--- src/rtl/rtc_boot_pkg.sv ---
// Shared definitions for the RTC boot sequencer: register map, config bits,
// FSM/error encodings and the per-step transfer table.
package rtc_boot_pkg;

    localparam logic [7:0] REG_CONFIG     = 8'h00;
    localparam logic [7:0] REG_ENABLE     = 8'h04;
    localparam logic [7:0] REG_CONST      = 8'h08;
    localparam logic [7:0] REG_INIT_SEC   = 8'h0C;
    localparam logic [7:0] REG_INIT_MIN   = 8'h10;
    localparam logic [7:0] REG_INIT_HOURS = 8'h14;
    localparam logic [7:0] REG_INIT_DOW   = 8'h18;
    localparam logic [7:0] REG_INIT_DOM   = 8'h1C;
    localparam logic [7:0] REG_INIT_MONTH = 8'h20;
    localparam logic [7:0] REG_INIT_YEAR  = 8'h24;

    localparam int CFG_GEN_EN_BIT    = 0;
    localparam int CFG_SEL_CLK_BIT   = 1;
    localparam int CFG_SEL_MODE_BIT  = 2;
    localparam int CFG_EN_PRESET_BIT = 3;

    localparam int                STEP_W          = 5;
    localparam logic [STEP_W-1:0] LAST_WRITE_STEP = 5'd10;
    localparam logic [STEP_W-1:0] FIRST_READ_STEP = 5'd11;
    localparam logic [STEP_W-1:0] LAST_READ_STEP  = 5'd19;

    typedef enum logic [2:0] {SEQ_IDLE, SEQ_XFER, SEQ_NEXT, SEQ_DONE, SEQ_ERR} seq_state_e;
    typedef enum logic [1:0] {APB_IDLE, APB_SETUP, APB_ACCESS} apb_state_e;
    typedef enum logic [1:0] {
        ERR_NONE     = 2'd0,
        ERR_SLVERR   = 2'd1,
        ERR_TIMEOUT  = 2'd2,
        ERR_READBACK = 2'd3
    } err_code_e;

    typedef struct packed {
        logic [31:0] cnst;
        logic        gen_en;
        logic        sel_clk;
        logic        sel_mode;
        logic [5:0]  sec;
        logic [5:0]  min;
        logic [4:0]  hour;
        logic [1:0]  mode;
        logic [2:0]  dow;
        logic [4:0]  dom;
        logic [3:0]  month;
        logic [11:0] year;
    } boot_fields_t;

    typedef struct packed {
        logic [7:0]  offset;
        logic [31:0] data;
        logic        write;
    } xfer_t;

    function automatic logic [3:0] cfg_word(input boot_fields_t f, input logic en_preset);
        logic [3:0] w;
        w                    = '0;
        w[CFG_GEN_EN_BIT]    = f.gen_en;
        w[CFG_SEL_CLK_BIT]   = f.sel_clk;
        w[CFG_SEL_MODE_BIT]  = f.sel_mode;
        w[CFG_EN_PRESET_BIT] = en_preset;
        return w;
    endfunction

    // Steps 11..19 re-read CONST, the INIT registers and finally CONFIG, so
    // they map back onto write steps 0..7 and 10 for address and expected data.
    function automatic xfer_t step_xfer(input logic [STEP_W-1:0] step, input boot_fields_t f);
        xfer_t             x;
        logic [STEP_W-1:0] idx;
        x.write = (step <= LAST_WRITE_STEP);
        if (step == LAST_READ_STEP)       idx = LAST_WRITE_STEP;
        else if (step > LAST_WRITE_STEP)  idx = step - FIRST_READ_STEP;
        else                              idx = step;
        x.offset = REG_CONFIG;
        x.data   = '0;
        case (idx)
            5'd0: begin x.offset = REG_CONST;      x.data = f.cnst;                    end
            5'd1: begin x.offset = REG_INIT_SEC;   x.data = 32'(f.sec);                end
            5'd2: begin x.offset = REG_INIT_MIN;   x.data = 32'(f.min);                end
            5'd3: begin x.offset = REG_INIT_HOURS; x.data = 32'({f.mode, f.hour});     end
            5'd4: begin x.offset = REG_INIT_DOW;   x.data = 32'(f.dow);                end
            5'd5: begin x.offset = REG_INIT_DOM;   x.data = 32'(f.dom);                end
            5'd6: begin x.offset = REG_INIT_MONTH; x.data = 32'(f.month);              end
            5'd7: begin x.offset = REG_INIT_YEAR;  x.data = 32'(f.year);               end
            5'd8: begin x.offset = REG_CONFIG;     x.data = 32'(cfg_word(f, 1'b1));    end
            5'd9: begin x.offset = REG_ENABLE;     x.data = 32'd1;                     end
            default: begin x.offset = REG_CONFIG;  x.data = 32'(cfg_word(f, 1'b0));    end
        endcase
        return x;
    endfunction

    function automatic logic [31:0] rb_mask(input logic [STEP_W-1:0] step);
        case (step)
            5'd12, 5'd13: return 32'h0000_003F;
            5'd14:        return 32'h0000_007F;
            5'd15:        return 32'h0000_0007;
            5'd16:        return 32'h0000_001F;
            5'd17:        return 32'h0000_000F;
            5'd18:        return 32'h0000_0FFF;
            5'd19:        return 32'h0000_000F;
            default:      return 32'hFFFF_FFFF;
        endcase
    endfunction

endpackage

--- src/rtl/rtc_apb_boot_seq_apb_master_if.sv ---
// Single APB transfer engine: SETUP, ACCESS with PREADY wait and timeout.
// Address/data/direction are captured on req_i and held for the whole transfer.
module rtc_apb_master_if
    import rtc_boot_pkg::*;
#(
    parameter int TIMEOUT_CYCLES = 16
) (
    input  logic        clk,
    input  logic        rst,
    input  logic        req_i,
    input  logic [31:0] addr_i,
    input  logic [31:0] wdata_i,
    input  logic        write_i,
    input  logic        pready_i,
    output logic        psel_o,
    output logic        penable_o,
    output logic        pwrite_o,
    output logic [31:0] paddr_o,
    output logic [31:0] pwdata_o,
    output logic        ack_o,
    output logic        timeout_o
);

    localparam int             CNT_W    = $clog2(TIMEOUT_CYCLES + 1);
    localparam logic [CNT_W-1:0] CNT_LAST = CNT_W'(TIMEOUT_CYCLES - 1);

    apb_state_e       state_q, state_d;
    logic [31:0]      paddr_q, paddr_d, pwdata_q, pwdata_d;
    logic             pwrite_q, pwrite_d;
    logic [CNT_W-1:0] cnt_q, cnt_d;

    always_comb begin
        state_d   = state_q;
        paddr_d   = paddr_q;
        pwdata_d  = pwdata_q;
        pwrite_d  = pwrite_q;
        cnt_d     = cnt_q;
        ack_o     = 1'b0;
        timeout_o = 1'b0;
        case (state_q)
            APB_IDLE: begin
                if (req_i) begin
                    state_d  = APB_SETUP;
                    paddr_d  = addr_i;
                    pwdata_d = wdata_i;
                    pwrite_d = write_i;
                end
            end
            APB_SETUP: begin
                state_d = APB_ACCESS;
                cnt_d   = '0;
            end
            APB_ACCESS: begin
                if (pready_i) begin
                    ack_o   = 1'b1;
                    state_d = APB_IDLE;
                end else if (cnt_q == CNT_LAST) begin
                    // This is the TIMEOUT_CYCLES-th ACCESS cycle without PREADY.
                    timeout_o = 1'b1;
                    state_d   = APB_IDLE;
                end else begin
                    cnt_d = cnt_q + 1'b1;
                end
            end
            default: state_d = APB_IDLE;
        endcase
    end

    always_ff @(posedge clk or posedge rst) begin
        if (rst) begin
            state_q  <= APB_IDLE;
            paddr_q  <= '0;
            pwdata_q <= '0;
            pwrite_q <= 1'b0;
            cnt_q    <= '0;
        end else begin
            state_q  <= state_d;
            paddr_q  <= paddr_d;
            pwdata_q <= pwdata_d;
            pwrite_q <= pwrite_d;
            cnt_q    <= cnt_d;
        end
    end

    assign psel_o    = (state_q != APB_IDLE);
    assign penable_o = (state_q == APB_ACCESS);
    assign pwrite_o  = pwrite_q;
    assign paddr_o   = paddr_q;
    assign pwdata_o  = pwdata_q;

endmodule

--- src/rtl/rtc_apb_boot_seq.sv ---
// APB boot sequencer that programs the RTC register file after start_i.
// Optional read-back verification of the programmed values: RTC_BOOT_READBACK_EN.
module rtc_apb_boot_seq
    import rtc_boot_pkg::*;
#(
    parameter int          TIMEOUT_CYCLES = 16,
    parameter logic [31:0] BASE_ADDR      = 32'h0000_0000
) (
    input  logic        CLK_APB,
    input  logic        rst_i,
    input  logic        start_i,
    input  logic [31:0] const_i,
    input  logic        gen_en_i,
    input  logic        sel_clk_i,
    input  logic        sel_mode_i,
    input  logic [5:0]  sec_i,
    input  logic [5:0]  min_i,
    input  logic [4:0]  hour_i,
    input  logic [1:0]  mode_i,
    input  logic [2:0]  dow_i,
    input  logic [4:0]  dom_i,
    input  logic [3:0]  month_i,
    input  logic [11:0] year_i,
    output logic        PSEL,
    output logic        PENABLE,
    output logic        PWRITE,
    output logic [31:0] PADDR,
    output logic [31:0] PWDATA,
    input  logic        PREADY,
    input  logic        PSLVERR,
    input  logic [31:0] PRDATA,
    output logic        busy_o,
    output logic        done_o,
    output logic        err_o,
    output logic [1:0]  err_code_o
);

`ifdef RTC_BOOT_READBACK_EN
    localparam logic [STEP_W-1:0] LAST_STEP = LAST_READ_STEP;
`else
    localparam logic [STEP_W-1:0] LAST_STEP = LAST_WRITE_STEP;
`endif

    seq_state_e        state_q, state_d;
    logic [STEP_W-1:0] step_q, step_d;
    boot_fields_t      shadow_q, shadow_d;
    logic              err_q, err_d;
    err_code_e         err_code_q, err_code_d;

    boot_fields_t      in_fields;
    logic [STEP_W-1:0] req_step;
    xfer_t             req_x;
    logic              req, m_ack, m_timeout, rb_mismatch;

    assign in_fields = '{cnst: const_i, gen_en: gen_en_i, sel_clk: sel_clk_i,
                         sel_mode: sel_mode_i, sec: sec_i, min: min_i, hour: hour_i,
                         mode: mode_i, dow: dow_i, dom: dom_i, month: month_i,
                         year: year_i};

    // A request is issued while leaving IDLE or NEXT, before the step/shadow
    // registers update, so the first step reads the live inputs.
    assign req_step = (state_q == SEQ_IDLE) ? '0 : step_q + 1'b1;
    assign req_x    = step_xfer(req_step, (state_q == SEQ_IDLE) ? in_fields : shadow_q);

`ifdef RTC_BOOT_READBACK_EN
    // PWDATA still holds the expected value loaded for the read step.
    assign rb_mismatch = !PWRITE && (((PRDATA ^ PWDATA) & rb_mask(step_q)) != 32'h0);
`else
    logic unused_prdata;
    assign unused_prdata = ^PRDATA;
    assign rb_mismatch   = 1'b0;
`endif

    rtc_apb_master_if #(.TIMEOUT_CYCLES(TIMEOUT_CYCLES)) u_master (
        .clk       (CLK_APB),
        .rst       (rst_i),
        .req_i     (req),
        .addr_i    (BASE_ADDR + 32'(req_x.offset)),
        .wdata_i   (req_x.data),
        .write_i   (req_x.write),
        .pready_i  (PREADY),
        .psel_o    (PSEL),
        .penable_o (PENABLE),
        .pwrite_o  (PWRITE),
        .paddr_o   (PADDR),
        .pwdata_o  (PWDATA),
        .ack_o     (m_ack),
        .timeout_o (m_timeout)
    );

    always_comb begin
        // NOTE: every variable gets a default first, so no branch can leave one
        // unassigned and infer a latch.
        state_d    = state_q;
        step_d     = step_q;
        shadow_d   = shadow_q;
        err_d      = err_q;
        err_code_d = err_code_q;
        req        = 1'b0;
        case (state_q)
            SEQ_IDLE: begin
                if (start_i) begin
                    shadow_d   = in_fields;
                    err_d      = 1'b0;
                    err_code_d = ERR_NONE;
                    step_d     = '0;
                    req        = 1'b1;
                    state_d    = SEQ_XFER;
                end
            end
            SEQ_XFER: begin
                if (m_timeout) begin
                    state_d    = SEQ_ERR;
                    err_d      = 1'b1;
                    err_code_d = ERR_TIMEOUT;
                end else if (m_ack) begin
                    if (PSLVERR) begin
                        state_d    = SEQ_ERR;
                        err_d      = 1'b1;
                        err_code_d = ERR_SLVERR;
                    end else if (rb_mismatch) begin
                        state_d    = SEQ_ERR;
                        err_d      = 1'b1;
                        err_code_d = ERR_READBACK;
                    end else begin
                        state_d = SEQ_NEXT;
                    end
                end
            end
            SEQ_NEXT: begin
                if (step_q == LAST_STEP) begin
                    state_d = SEQ_DONE;
                end else begin
                    step_d  = step_q + 1'b1;
                    req     = 1'b1;
                    state_d = SEQ_XFER;
                end
            end
            SEQ_DONE: state_d = SEQ_IDLE;
            SEQ_ERR:  state_d = SEQ_IDLE;
            default:  state_d = SEQ_IDLE;
        endcase
    end

    // NOTE: state registers use non-blocking assignments so every flop samples
    // the pre-edge values regardless of statement order.
    always_ff @(posedge CLK_APB or posedge rst_i) begin
        if (rst_i) begin
            state_q    <= SEQ_IDLE;
            step_q     <= '0;
            shadow_q   <= '0;
            err_q      <= 1'b0;
            err_code_q <= ERR_NONE;
        end else begin
            state_q    <= state_d;
            step_q     <= step_d;
            shadow_q   <= shadow_d;
            err_q      <= err_d;
            err_code_q <= err_code_d;
        end
    end

    assign busy_o     = (state_q != SEQ_IDLE);
    assign done_o     = (state_q == SEQ_DONE);
    assign err_o      = err_q;
    assign err_code_o = err_code_q;

endmodule

--- config.mk ---
export PLATFORM = sky130hd
export DESIGN_NAME = rtc_apb_boot_seq
export DESIGN_NICKNAME = d
export VERILOG_FILES = /design/src/rtl/rtc_boot_pkg.sv /design/src/rtl/rtc_apb_boot_seq_apb_master_if.sv /design/src/rtl/rtc_apb_boot_seq.sv
export SDC_FILE = /design/constraint.sdc
export NUM_CORES = 1
export LEC_CHECK = 0
export CAP_MARGIN = 20
export CORE_MARGIN = 4
export CORE_UTILIZATION = 53
export DETAILED_ROUTE_END_ITERATION = 8
export PLACE_DENSITY = 0.83
export SLEW_MARGIN = 20
export SYNTH_ARGS = -nofsm -noshare
export SYNTH_HDL_FRONTEND = slang
export SYNTH_SLANG_ARGS = --single-unit
--- constraint.sdc ---
create_clock -name CLK_APB -period 9.2 [get_ports CLK_APB]
set_input_delay 1.84 -clock CLK_APB [delete_from_list [all_inputs] [get_ports CLK_APB]]
set_output_delay 1.84 -clock CLK_APB [all_outputs]
set_load 0.02 [all_outputs]
* Yosys cells after proc, flatten, opt, wreduce, memory -nomap -nowiden
Index checks and enable logic that the tools add are counted.
** Word-level totals
- Bits in registers :: 137
- Bits of input ports :: 115
- Output and inout port bits :: 72
- Word-level logic and storage cells :: 105
** Operators by class
- $add $sub $neg :: 3
- Magnitude comparators :: 2
- Equal/unequal tests :: 25
- Muxes and demuxes :: 39
- Reduce and logical (&&, ||, !) cells :: 15
** Operators with widths (number)
- case mux 38 bit (10 select lines) :: 1
- 2-to-1 mux 78 bit :: 1
- 2-to-1 mux 5 bit :: 7
- equality test 5 x 3 -> 1 bit, second input constant :: 4
- equality test 5 x 4 -> 1 bit, second input constant :: 4
- case mux 5 bit (2 select lines) :: 2
- 2-to-1 mux 2 bit :: 8
- 2-to-1 mux 3 bit :: 4
- 2-to-1 mux 1 bit :: 11
- adder 5 x 1 -> 5 bit, second input constant :: 2
- equality test 5 x 2 -> 1 bit, second input constant :: 2
- != test 2 bit, second input constant :: 5
- case mux 3 bit (3 select lines) :: 1
- AND reduction 2 bit :: 4
- nonzero test 2 bit :: 4
- equality test 3 x 2 -> 1 bit, second input constant :: 2
- != test 3 bit, second input constant :: 2
- case mux 2 bit (3 select lines) :: 1
- AND reduction 3 bit :: 2
- equality test 5 x 1 -> 1 bit, second input constant :: 1
- equality test 5 bit, second input constant :: 1
- greater-than comparator 5 x 4 -> 1 bit, second input constant :: 1
- less-or-equal comparator 5 x 4 -> 1 bit, second input constant :: 1
- zero test 5 bit :: 1
- 11 further kinds :: 12

* Logic depth before layout (Yosys ltp)
Gate-level depths: netlist of the first run.
- Depth after elaboration :: 7
- Gate-level depth with buffers :: 16
- Gate-level depth less buffers :: 13

* Modules after synthesis
A second synthesis of the first run with hierarchy kept.
** Second synthesis, totals
- Cell total of the unflattened synthesis :: 720
- Area, all modules :: 8281.7 µm²
** Modules (own cells, without submodules)
- rtc_apb_boot_seq :: times used 1, cells each 539, area an instance 5231.3 µm², sequential area each 2227.1 µm²
- rtc_apb_master_if :: times used 1, cells each 181, area an instance 3050.4 µm², sequential area each 1801.7 µm²

* Least setup slack after synthesis of the first run
Ideal clock, no wire load.
- Kind :: register to register
- From :: register step_q[0]
- To :: register u_master.pwdata_q[2], in the netlist u_master.pwdata_o[2]
- Setup time :: 0.088 ns
- Arrival :: 3.624 ns
- Required time :: 9.112 ns
- Slack :: 5.488 ns
- Stages on the path, launching flop included :: 15
- Buffers on the path :: 1
- Period minus slack after synthesis :: 3.712 ns
- Path through :: dfrtp_1 -> clkbuf_1 -> inv_1 -> ha_1 -> nor2_1 -> ha_1 -> o21ai_0 -> a21oi_1 -> a2111oi_0 -> or3_1 -> a21oi_1 -> a21o_1 -> o2111ai_1 -> or2_0 -> a41oi_1
** Between the ends
- Word-level cells in the longest chain between the ends :: 7
- Elaborated cells between the ends (all ways) :: 22
** Ends and longest elaborated chain
- start, declared :: line rtc_apb_boot_seq.sv:45 : logic [STEP_W-1:0] step_q, step_d;
- start signal, assigned :: line rtc_apb_boot_seq.sv:156 : step_q <= step_d;
- adder 5 x 1 -> 5 bit :: line rtc_apb_boot_seq.sv:62 : assign req_step = (state_q == SEQ_IDLE) ? '0 : step_q + 1'b1;
- 2-to-1 mux 5 bit :: line rtc_apb_boot_seq.sv:62
- subtractor 5 x 4 -> 5 bit / greater-than comparator 5 x 4 -> 1 bit (equally long branches) :: line rtc_boot_pkg.sv:73 : else if (step > LAST_WRITE_STEP) idx = step - FIRST_READ_STEP;
- 2-to-1 mux 5 bit :: line rtc_boot_pkg.sv:73
- 2-to-1 mux 5 bit :: line rtc_boot_pkg.sv:72 : if (step == LAST_READ_STEP) idx = LAST_WRITE_STEP;
- equality test 5 x 4 -> 1 bit, or another cell as far along :: line rtc_boot_pkg.sv:77 : case (idx)
- case mux 38 bit (10 select lines) :: line rtc_boot_pkg.sv:77
- end signal, assigned :: line rtc_apb_boot_seq_apb_master_if.sv:79 : pwdata_q <= pwdata_d;
- end, declared :: line rtc_apb_boot_seq_apb_master_if.sv:28 : logic [31:0] paddr_q, paddr_d, pwdata_q, pwdata_d;
Several ways; a longest one is shown, not always the timed one.
A chain may end at the register's enable or synchronous reset.

* Worst setup path after layout of the first run
- From :: register state_q[2]
- To :: register u_master.pwdata_q[0], in the netlist u_master.pwdata_o[0]
** Between the ends
- Word-level cells in the longest chain between the ends :: 7
- Elaborated cells between the ends (all ways) :: 22
** Ends and longest elaborated chain
- start, declared :: line rtc_apb_boot_seq.sv:44 : seq_state_e state_q, state_d;
- start signal, assigned :: line rtc_apb_boot_seq.sv:155 : state_q <= state_d;
- zero test 3 bit :: line rtc_apb_boot_seq.sv:62, rtc_apb_boot_seq.sv:63, rtc_apb_boot_seq.sv:100
- 2-to-1 mux 5 bit :: line rtc_apb_boot_seq.sv:62
- subtractor 5 x 4 -> 5 bit / greater-than comparator 5 x 4 -> 1 bit (equally long branches) :: line rtc_boot_pkg.sv:73
- 2-to-1 mux 5 bit :: line rtc_boot_pkg.sv:73
- 2-to-1 mux 5 bit :: line rtc_boot_pkg.sv:72
- equality test 5 x 4 -> 1 bit, or another cell as far along :: line rtc_boot_pkg.sv:77
- case mux 38 bit (10 select lines) :: line rtc_boot_pkg.sv:77
Several ways; a longest one is shown, not always the timed one.

==> results by stage, run 1 <==
Run status:
- The run finished with clean final reports.

Flow run:
- The tool flagged a number of max-cap violations equal to 0.

Pwr:
- Power spread over the standard cell area amounts to 329.6 mW/mm2.
- After layout, the design draws a total of 2.915 mW.
- The leakage power total is 3.730 nW.
- The maximum vdd ir drop is 0.1623 mV.
- The net switching share of the total power is 37.17%.
- The cell-internal power is 1.831 mW.
- Registers are responsible for 35.0% of the overall power.
- The part of the power in combinational logic is 42.7%.
- The share of total power in the clock network is 22.3%.
- The net load switching power is 1.083 mW.

Timing:
- The final cycle utilization of the critical path is 55.60%.
- The worst-margin pin slew is 1.121 ns.
- The worst relative slew slack is 25.26%.
- The final number of max-transition violations is 0.
- The largest clock skew in the final design is 0.004511 ns.
- The maximum frequency from static timing analysis is 195.5 MHz.
- The shortest period the worst path allows is 5.116 ns.
- Setup violations remaining at the end of the flow were counted as 0.
- The post-route worst hold slack is 0.4771 ns.
- The final total negative setup slack is 0 ns.
- The final-report hold violation count is 0.
- Setup repair after global routing left no endpoint under its margin.

Floorplanning:
- In this run the count of I/O pins placed on the die edge is 187.
- The core region is 0.01277 mm2.
- Once the floorplan was initialized, standard cells occupied 54.96% of the core.
- After floorplanning, the core was divided into 41 placement rows.
- The die is 123.1 um tall.
- The floorplan step defined a die boundary enclosing 0.01515 mm2.
- The overall die width is 123.1 um.

Critical path:
- STA puts the critical path data arrival time at 5.45 ns.
- The type of element capturing the critical path is a flop.
- The length in cells of the worst reg-to-reg path is 12.
- STA puts the critical path data required time at 9.54 ns.
- The setup path with the least slack is of type reg2reg.
- The startpoint type of the worst setup path is a flop.
- The peak fanout along the critical path is 48.

Detailed routing:
- For this run, the detailed router's first-pass iteration total came to 5.
- The first routing iteration left 701 violations.
- The mean routed wirelength per cell is 18.42 um.
- Dividing the detail-routed via count by the number of cells gives 5.906.
- For this block, the routed nets add up to 17.85 mm of wire.
- The number of vias after detailed routing is 5723.
- For this run, design rule violations remaining after detail routing come to 0.
- The count of nets left with antenna violations once routing finished came out at 0.

Synthesis:
- The dominant synthesized flop cell is sky130_fd_sc_hd__dfrtp_1.
- Dividing the synthesized area by the synthesized cell count gives 10.43 um2.
- The area of the mapped netlist is 0.007020 mm2.
- Counting flops and latches in the post-synthesis netlist gives 133.
- The number of synthesis warnings is 0.
- The fraction of registers with async set or reset after synthesis is 100.0%.
- The count of cell types in the netlist is 70.
- The cell count after synthesis came out at 673.
- The number of enable flip-flop cells after synthesis is 0.
- The share of the yosys chip area belonging to registers is 47.41%.

Clock tree:
- The latest clock arrival within the worst-skew pair is 0.41 ns.
- The post-cts resize count is 0.
- Clock-pin slew was measured on the worst setup and hold paths at 0.06 ns.
- The maximum level of the CTS H-tree is 4.
- The longest clock path from root to sink contains 2 buffers.
- The clock net in this run drives a total of 133 sinks.
- The cell chosen for the clock root is sky130_fd_sc_hd__clkbuf_16.
- The number of setup buffers added after CTS is 0.
- The number of hold buffers added after CTS was 0.
- The number of buffers created by CTS is 17.
- TritonCTS built the clock tree.

Global routing:
- Global routing finished with a remaining overflow of 0.
- The total global-route track usage is 23.44%.
- The largest net degree at the start of global routing is 85.
- The number of antenna violations at the first check in global routing is 0.
- The number of global-route vias before repair was 5464.
- The first global-routing pass estimated 27.52 mm of wire.

Cells and area:
- The area used by sequential logic in the layout is 0.003328 mm2.
- For this run, the post-layout net count is 905.
- The total inserted antenna cells is 0.
- In the final layout, the multi-input gates occupy 0.003359 mm2.
- Compared with the post-synthesis result, the final layout area differs by 25.95%.
- Fill cells in the final layout number 948.
- The final cell count without fillers is 969.
- The cell area after layout is 0.008842 mm2.
- The fraction of final layout cells with drive strength greater than 1 is 16.06%.

Placed design:
- The number of cells in the design after placement is 937.
- The placed standard-cell area is 0.008272 mm2.
- Input and output buffers added on the ports amount to 126.
- Summed over all nets, the half-perimeter wirelength after detailed placement is 12.31 mm.
- Routability-driven placement finished with a final weighted congestion of 0.8830.

Worst hold path:
- The path class of the tightest hold or removal check is reg2reg.
- The worst hold path was traced through 2 stages.
==> stage by stage <==
stage	util [%]	setup slack [ns]
after floorplan	-	3.806
final	69.22	4.084
after global routing	69.22	3.785
after global placement	64.76	4.268
after CTS	69.22	4.253
after detailed placement	64.76	4.198
==> placed cells by master, fill, tap and decap left out, types with 6 or more instances in the layout <==
master                            instances
sky130_fd_sc_hd__buf_4                    6
sky130_fd_sc_hd__clkbuf_16               17
sky130_fd_sc_hd__conb_1                  28
sky130_fd_sc_hd__and3_1                   7
sky130_fd_sc_hd__nand3_1                 16
sky130_fd_sc_hd__mux2i_1                 38
sky130_fd_sc_hd__nor2_1                  27
sky130_fd_sc_hd__a21oi_1                 32
sky130_fd_sc_hd__nand4_1                  7
sky130_fd_sc_hd__dfrtp_1                133
sky130_fd_sc_hd__o21ai_0                 34
sky130_fd_sc_hd__nor3_1                   7
sky130_fd_sc_hd__clkdlybuf4s50_1        126
sky130_fd_sc_hd__mux2_2                  76
sky130_fd_sc_hd__nand2_1                 89
sky130_fd_sc_hd__o22ai_1                  7
sky130_fd_sc_hd__inv_1                   14
sky130_fd_sc_hd__o211ai_1                 6
sky130_fd_sc_hd__ha_1                     6
sky130_fd_sc_hd__a31oi_1                 10
sky130_fd_sc_hd__o31ai_1                 23
==> routing by layer <==
metal | part of all wire, % | vias to the layer above | global-route usage [%]
met1 | 41 | 2822 | 30.12
met3 | 8.6 | 39 | 6.130
li1 | - | 2595 | -
met2 | 48 | 267 | 38.71
met4 | 2.1 | 0 | 8.028
met5 | 0 | - | 0
==> state kept, by name, indices dropped and copies added (netlist names) <==
signal,cells
err_code_o,2
u_master.paddr_o,4
u_master.cnt_q,5
u_master.pwrite_o,1
err_o,1
u_master.state_q,2
shadow_q,78
state_q,3
step_q,5
u_master.pwdata_o,32
==> cells by family after synthesis <==
family,Yosys count,share of synthesized area (%)
other,1,0.05342
AOI/OAI and AO/OA,146,13.54
buffers and inverters,83,6.291
adders and majority gates,6,1.069
DFF,133,47.41
muxes,114,17.61
and+or+nand+nor,182,12.39
xor gates and xnor gates,8,1.640
==> critical path, stage by stage, from the launching register on <==
cell	delay, ns
sky130_fd_sc_hd__dfrtp_1	0.46
sky130_fd_sc_hd__nor3_2	0.24
sky130_fd_sc_hd__buf_4	0.54
sky130_fd_sc_hd__inv_1	0.59
sky130_fd_sc_hd__nand3_1	0.27
sky130_fd_sc_hd__nor3_1	0.12
sky130_fd_sc_hd__a41oi_1	0.71
sky130_fd_sc_hd__a21boi_2	0.39
sky130_fd_sc_hd__nand3_1	0.50
sky130_fd_sc_hd__buf_4	0.43
sky130_fd_sc_hd__o22ai_1	0.34
sky130_fd_sc_hd__and4b_1	0.24
sky130_fd_sc_hd__o21ai_0	0.15
==> cells in the mapped netlist, drive strengths merged (2+ instances only) <==
cell	count	area [um2]
a41oi	2	17.52
nand4	7	43.79
buf	39	276.5
or4	2	18.77
a21oi	33	168.9
o22ai	7	43.79
nor2b	4	25.02
and2	2	15.02
ha	6	75.07
a21boi	2	18.77
o21a	2	15.01
o221ai	2	23.77
and3	7	43.79
a21o	2	15.01
a2111oi	3	26.28
clkbuf	28	105.1
inv	15	56.30
mux2	76	855.8
o31ai	23	172.7
or3	2	12.51
xor2	2	17.52
o211ai	6	45.04
xnor2	6	97.60
nor2	27	101.4
a31oi	10	62.56
a211oi	3	22.52
dfrtp	133	3328
nor3b	4	30.03
or2	3	18.77
mux2i	38	380.4
o21ai	36	183.9
nand3	18	115.1
nand2b	3	18.77
nand2	89	334.1
nor3	8	40.04
a221oi	3	26.28
==> path summary, 6_finish.rpt <==
check	slack [ns]	end	from
hold reg to reg	0.48	u_master.pwdata_o[30]	u_master.pwdata_o[30]
hold / removal	0.48	u_master.pwdata_o[30]	u_master.pwdata_o[30]
setup reg to reg	4.08	u_master.pwdata_o[0]	state_q[2]
max in group asynchronous	5.94	shadow_q[34]	rst_i
min in group asynchronous	2.00	u_master.pwdata_o[26]	rst_i
setup / recovery	4.08	u_master.pwdata_o[0]	state_q[2]
==> area by class of cell <==
cell class,count,area share [%]
clock inverter,9,1.160
timing repair buffer,132,14.77
clock buffer,23,5.292
sequential,133,37.64
inverter,16,0.7075
multi-input combinational,484,37.99
tap,172,2.434
==> power groups by stage <==
stage	combinational, mW	clock [mW]	sequential (mW)
floorplan	0.788	0	1.05
global placement	1.19	0	1.00
detailed placement	1.23	0	1.02
CTS	1.24	0.658	1.02
global route	1.35	0.683	1.05
finish	1.25	0.649	1.02
Note: power is estimated with default switching activity, not from simulation.
==> inputs of run 2 (changes only) <==
--- a/config.mk
+++ b/config.mk
@@ -7,9 +7,9 @@
 export LEC_CHECK = 0
 export CAP_MARGIN = 20
 export CORE_MARGIN = 4
-export CORE_UTILIZATION = 53
+export CORE_UTILIZATION = 49
 export DETAILED_ROUTE_END_ITERATION = 8
-export PLACE_DENSITY = 0.83
+export PLACE_DENSITY = 0.78
 export SLEW_MARGIN = 20
 export SYNTH_ARGS = -nofsm -noshare
 export SYNTH_HDL_FRONTEND = slang
==> constraint.sdc (replaced) <==
create_clock -name CLK_APB -period 5.2 [get_ports CLK_APB]
set_input_delay 1.04 -clock CLK_APB [delete_from_list [all_inputs] [get_ports CLK_APB]]
set_output_delay 1.04 -clock CLK_APB [all_outputs]
set_load 0.02 [all_outputs]
==> results by stage, run 2 (synthesis results as in run 1) <==
Critical path:
- STA classifies the critical path startpoint as a flop.
- Data on the critical path arrives at its endpoint at 4.73 ns.
- The setup slack on the worst flop-to-flop path is 0.81 ns.
- For the worst setup path, the data required time is 5.53 ns.
- The worst setup path is captured at a flop.
- Along the worst path, the maximum fanout reaches 16.
- The worst setup path is of the reg2reg kind.

Cells and area:
- The fraction of final layout cells with drive strength greater than 1 is 16.73%.
- More flip-flops sit in one register than any other, and that register is shadow_q.
- The net count of the finished layout is 909.
- The most frequent standard cell in the layout excluding fill and tap cells is sky130_fd_sc_hd__dfrtp_1.
- The layout filler cell count is 1078.
- The number of flip-flops in the largest register is 78.
- The cell area after layout is 0.008889 mm2.
- The total inserted antenna cells is 0.
- Compared with the post-synthesis result, the final layout area differs by 26.61%.
- Once layout is complete, the utilization of the core stands at 63.79%.
- Leaving out fill and tap cells, the most frequent cells in the layout are sky130_fd_sc_hd__dfrtp_1, sky130_fd_sc_hd__clkdlybuf4s50_1, sky130_fd_sc_hd__nand2_1, sky130_fd_sc_hd__mux2_2, sky130_fd_sc_hd__mux2i_1.

Detailed routing:
- The number of violations reported at the end of detailed-routing iteration 0 is 466.
- In this run the remaining antenna-violating nets after routing total 0.
- For this block, the routed nets add up to 17.50 mm of wire.
- In the routed layout, each cell is associated on average with a via count of 5.693.
- The mean routed wirelength per cell is 17.84 um.
- The number of vias after detailed routing is 5585.
- In the routed design, unresolved DRC markers number 0.
- The number of iterations in the first detailed-routing pass is 7.

Pwr:
- The internal portion of the total power is 3.235 mW.
- The analysis attributes to cell leakage a power of 3.756 nW.
- The net load switching power is 1.907 mW.
- Combinational logic is responsible for 42.6% of the overall power.
- The clock network accounts for 22.6% of the total power.
- The power per standard cell area is 578.6 mW/mm2.
- IR analysis of the VDD net gives a maximum drop of 0.3504 mV.
- The proportion of power drawn by flip-flops and latches is 34.9%.
- The net switching share of the total power is 37.09%.

Flow run:
- The tool flagged a number of max-cap violations equal to 0.

Global routing:
- The total global-route track usage is 22.12%.
- The overflow left after global routing is 0.
- The met3 usage in global routing is 5.958%.
- For met2 alone, demand over resource in global routing was 34.19%.
- The number of antenna violations at the first check in global routing is 0.
- The number of global-route vias before repair is 5663.
- The layer flagged by global routing as most heavily used is met2.
- The first global-routing pass estimated 28.73 mm of wire.
- Entering global routing, the biggest net connects 84 pins.
- For this run, global-route usage on met1 was measured as 29.73%.

Floorplanning:
- The die covers 0.01631 mm2.
- The core region is 0.01393 mm2.
- The die is 127.7 um wide.
- The effective utilization at floorplan is 50.38%.
- The die boundary height is 127.7 um.
- Pin placement for this block handled 187 I/O pins.
- The number of placement rows is 43.

Clock tree:
- In this run the number of H-tree levels came out at 4.
- The tree built by TritonCTS fans out to 133 sinks.
- For the worst-skew pair, the clock arrives at the later sink with an insertion delay of 0.42 ns.
- TritonCTS built the clock tree.
- The post-cts resize count is 0.
- The hold buffer count at CTS is 0.
- The number of buffers inserted by post-CTS setup repair is 0.
- The cell chosen for the clock root is sky130_fd_sc_hd__clkbuf_16.
- The maximum clock path buffer count is 2.
- Counting the buffers created by CTS gives 17.
- Clock-pin slew was measured on the worst setup and hold paths at 0.06 ns.

Placed design:
- The routability-driven placement congestion ratio is 0.8923.
- The HPWL reported at the end of detailed placement is 12.17 mm.
- The placed instances occupy a cell area of 0.008312 mm2.
- In this run the tool buffered the top-level ports with 126 buffer cells.

Timing:
- The largest clock skew in the final design is 0.006770 ns.
- The total of endpoints with negative setup slack in the final report is 0.
- The shortest period the worst path allows is 4.393 ns.
- The final-report hold violation count was 0.
- The worst pin sits at a relative slew slack of 27.00%.
- The final total negative setup slack is 0 ns.
- The worst-margin pin slew is 1.095 ns.
- The final number of max-transition violations was 0.
- Setup repair after global routing left no endpoint under its margin.
- Of the available clock period, the critical path in the final layout requires 84.48%.
- Derived from the worst setup path, the maximum achievable clock frequency is 227.6 MHz.

Worst hold path:
- The type of the tightest min-delay check is reg2reg.

Run status:
- The run finished with clean final reports.
==> run 2: cell types whose count changed in the layout (fill, tap and decap cells not counted) <==
cell / before / now
sky130_fd_sc_hd__buf_4: 6 / 10
sky130_fd_sc_hd__clkbuf_1: 4 / 2
sky130_fd_sc_hd__clkbuf_8: 2 / 1
sky130_fd_sc_hd__clkinv_4: 0 / 3
sky130_fd_sc_hd__clkinvlp_4: 3 / 2
sky130_fd_sc_hd__inv_6: 0 / 1
==> run 2: power by group through the flow <==
stage / sequential (mW) / clock, mW / combinational (mW)
global placement: 1.77 / 0 / 2.13
global route: 1.85 / 1.23 / 2.39
finish: 1.79 / 1.16 / 2.19
floorplan: 1.86 / 0 / 1.39
detailed placement: 1.80 / 0 / 2.18
CTS: 1.79 / 1.18 / 2.19
==> run 2: path summary, 6_finish.rpt <==
kind,from,endpoint,depth (start not counted)
setup / recovery,step_q[0],u_master.pwdata_o[2],13
hold / removal,u_master.pwdata_o[12],u_master.pwdata_o[12],2
setup reg to reg,step_q[0],u_master.pwdata_o[2],13
hold reg to reg,u_master.pwdata_o[12],u_master.pwdata_o[12],2
max in group asynchronous,rst_i,u_master.pwdata_o[7],3
min in group asynchronous,rst_i,u_master.pwdata_o[26],2
==> run 2: area by class of cell <==
class	instances	area [um2]	share of cell area (%)
Clock inverter	12	130.1	1.464
Tap cell	180	225.2	2.534
Clock buffer	20	446.7	5.025
Inverter	16	62.56	0.7038
Sequential cell	133	3328	37.44
Multi-Input combinational cell	484	3359	37.80
Timing Repair Buffer	136	1336	15.03
==> run 2: per-layer routing <==
layer	vias up	routed length, um	part of all wire [%]
met2	227	8108	46
met1	2702	7654	44
met5	-	0	0
met3	43	1270	7.3
met4	0	469	2.7
li1	2613	-	-
==> run 2: per-stage QoR <==
step / setup slack, ns / cells / total power, mW / hold slack [ns]
5_1_grt: 0.2438 / 981 / 5.472 / 0.5131
6_report: 0.8073 / 981 / 5.142 / 0.4793
3_3_place_gp: 1.003 / 949 / 3.895 / 0.4589
2_1_floorplan: 0.6056 / 700 / 3.252 / 0.4706
3_5_place_dp: 0.8696 / 949 / 3.987 / 0.4672
4_1_cts: 0.8687 / 981 / 5.167 / 0.4807
==> run 2: worst max-delay path: stages, from the launching register on <==
cell and delay, ns:
sky130_fd_sc_hd__dfrtp_1 0.68, sky130_fd_sc_hd__inv_1 0.13, sky130_fd_sc_hd__ha_1 0.43, sky130_fd_sc_hd__nor2_1 0.25
sky130_fd_sc_hd__ha_1 0.31, sky130_fd_sc_hd__o21ai_0 0.10, sky130_fd_sc_hd__a21oi_1 0.45, sky130_fd_sc_hd__a2111oi_0 0.21
sky130_fd_sc_hd__or3_1 0.39, sky130_fd_sc_hd__a21oi_1 0.48, sky130_fd_sc_hd__a21o_1 0.20, sky130_fd_sc_hd__o2111ai_1 0.20
sky130_fd_sc_hd__or2_0 0.29, sky130_fd_sc_hd__a41oi_1 0.18
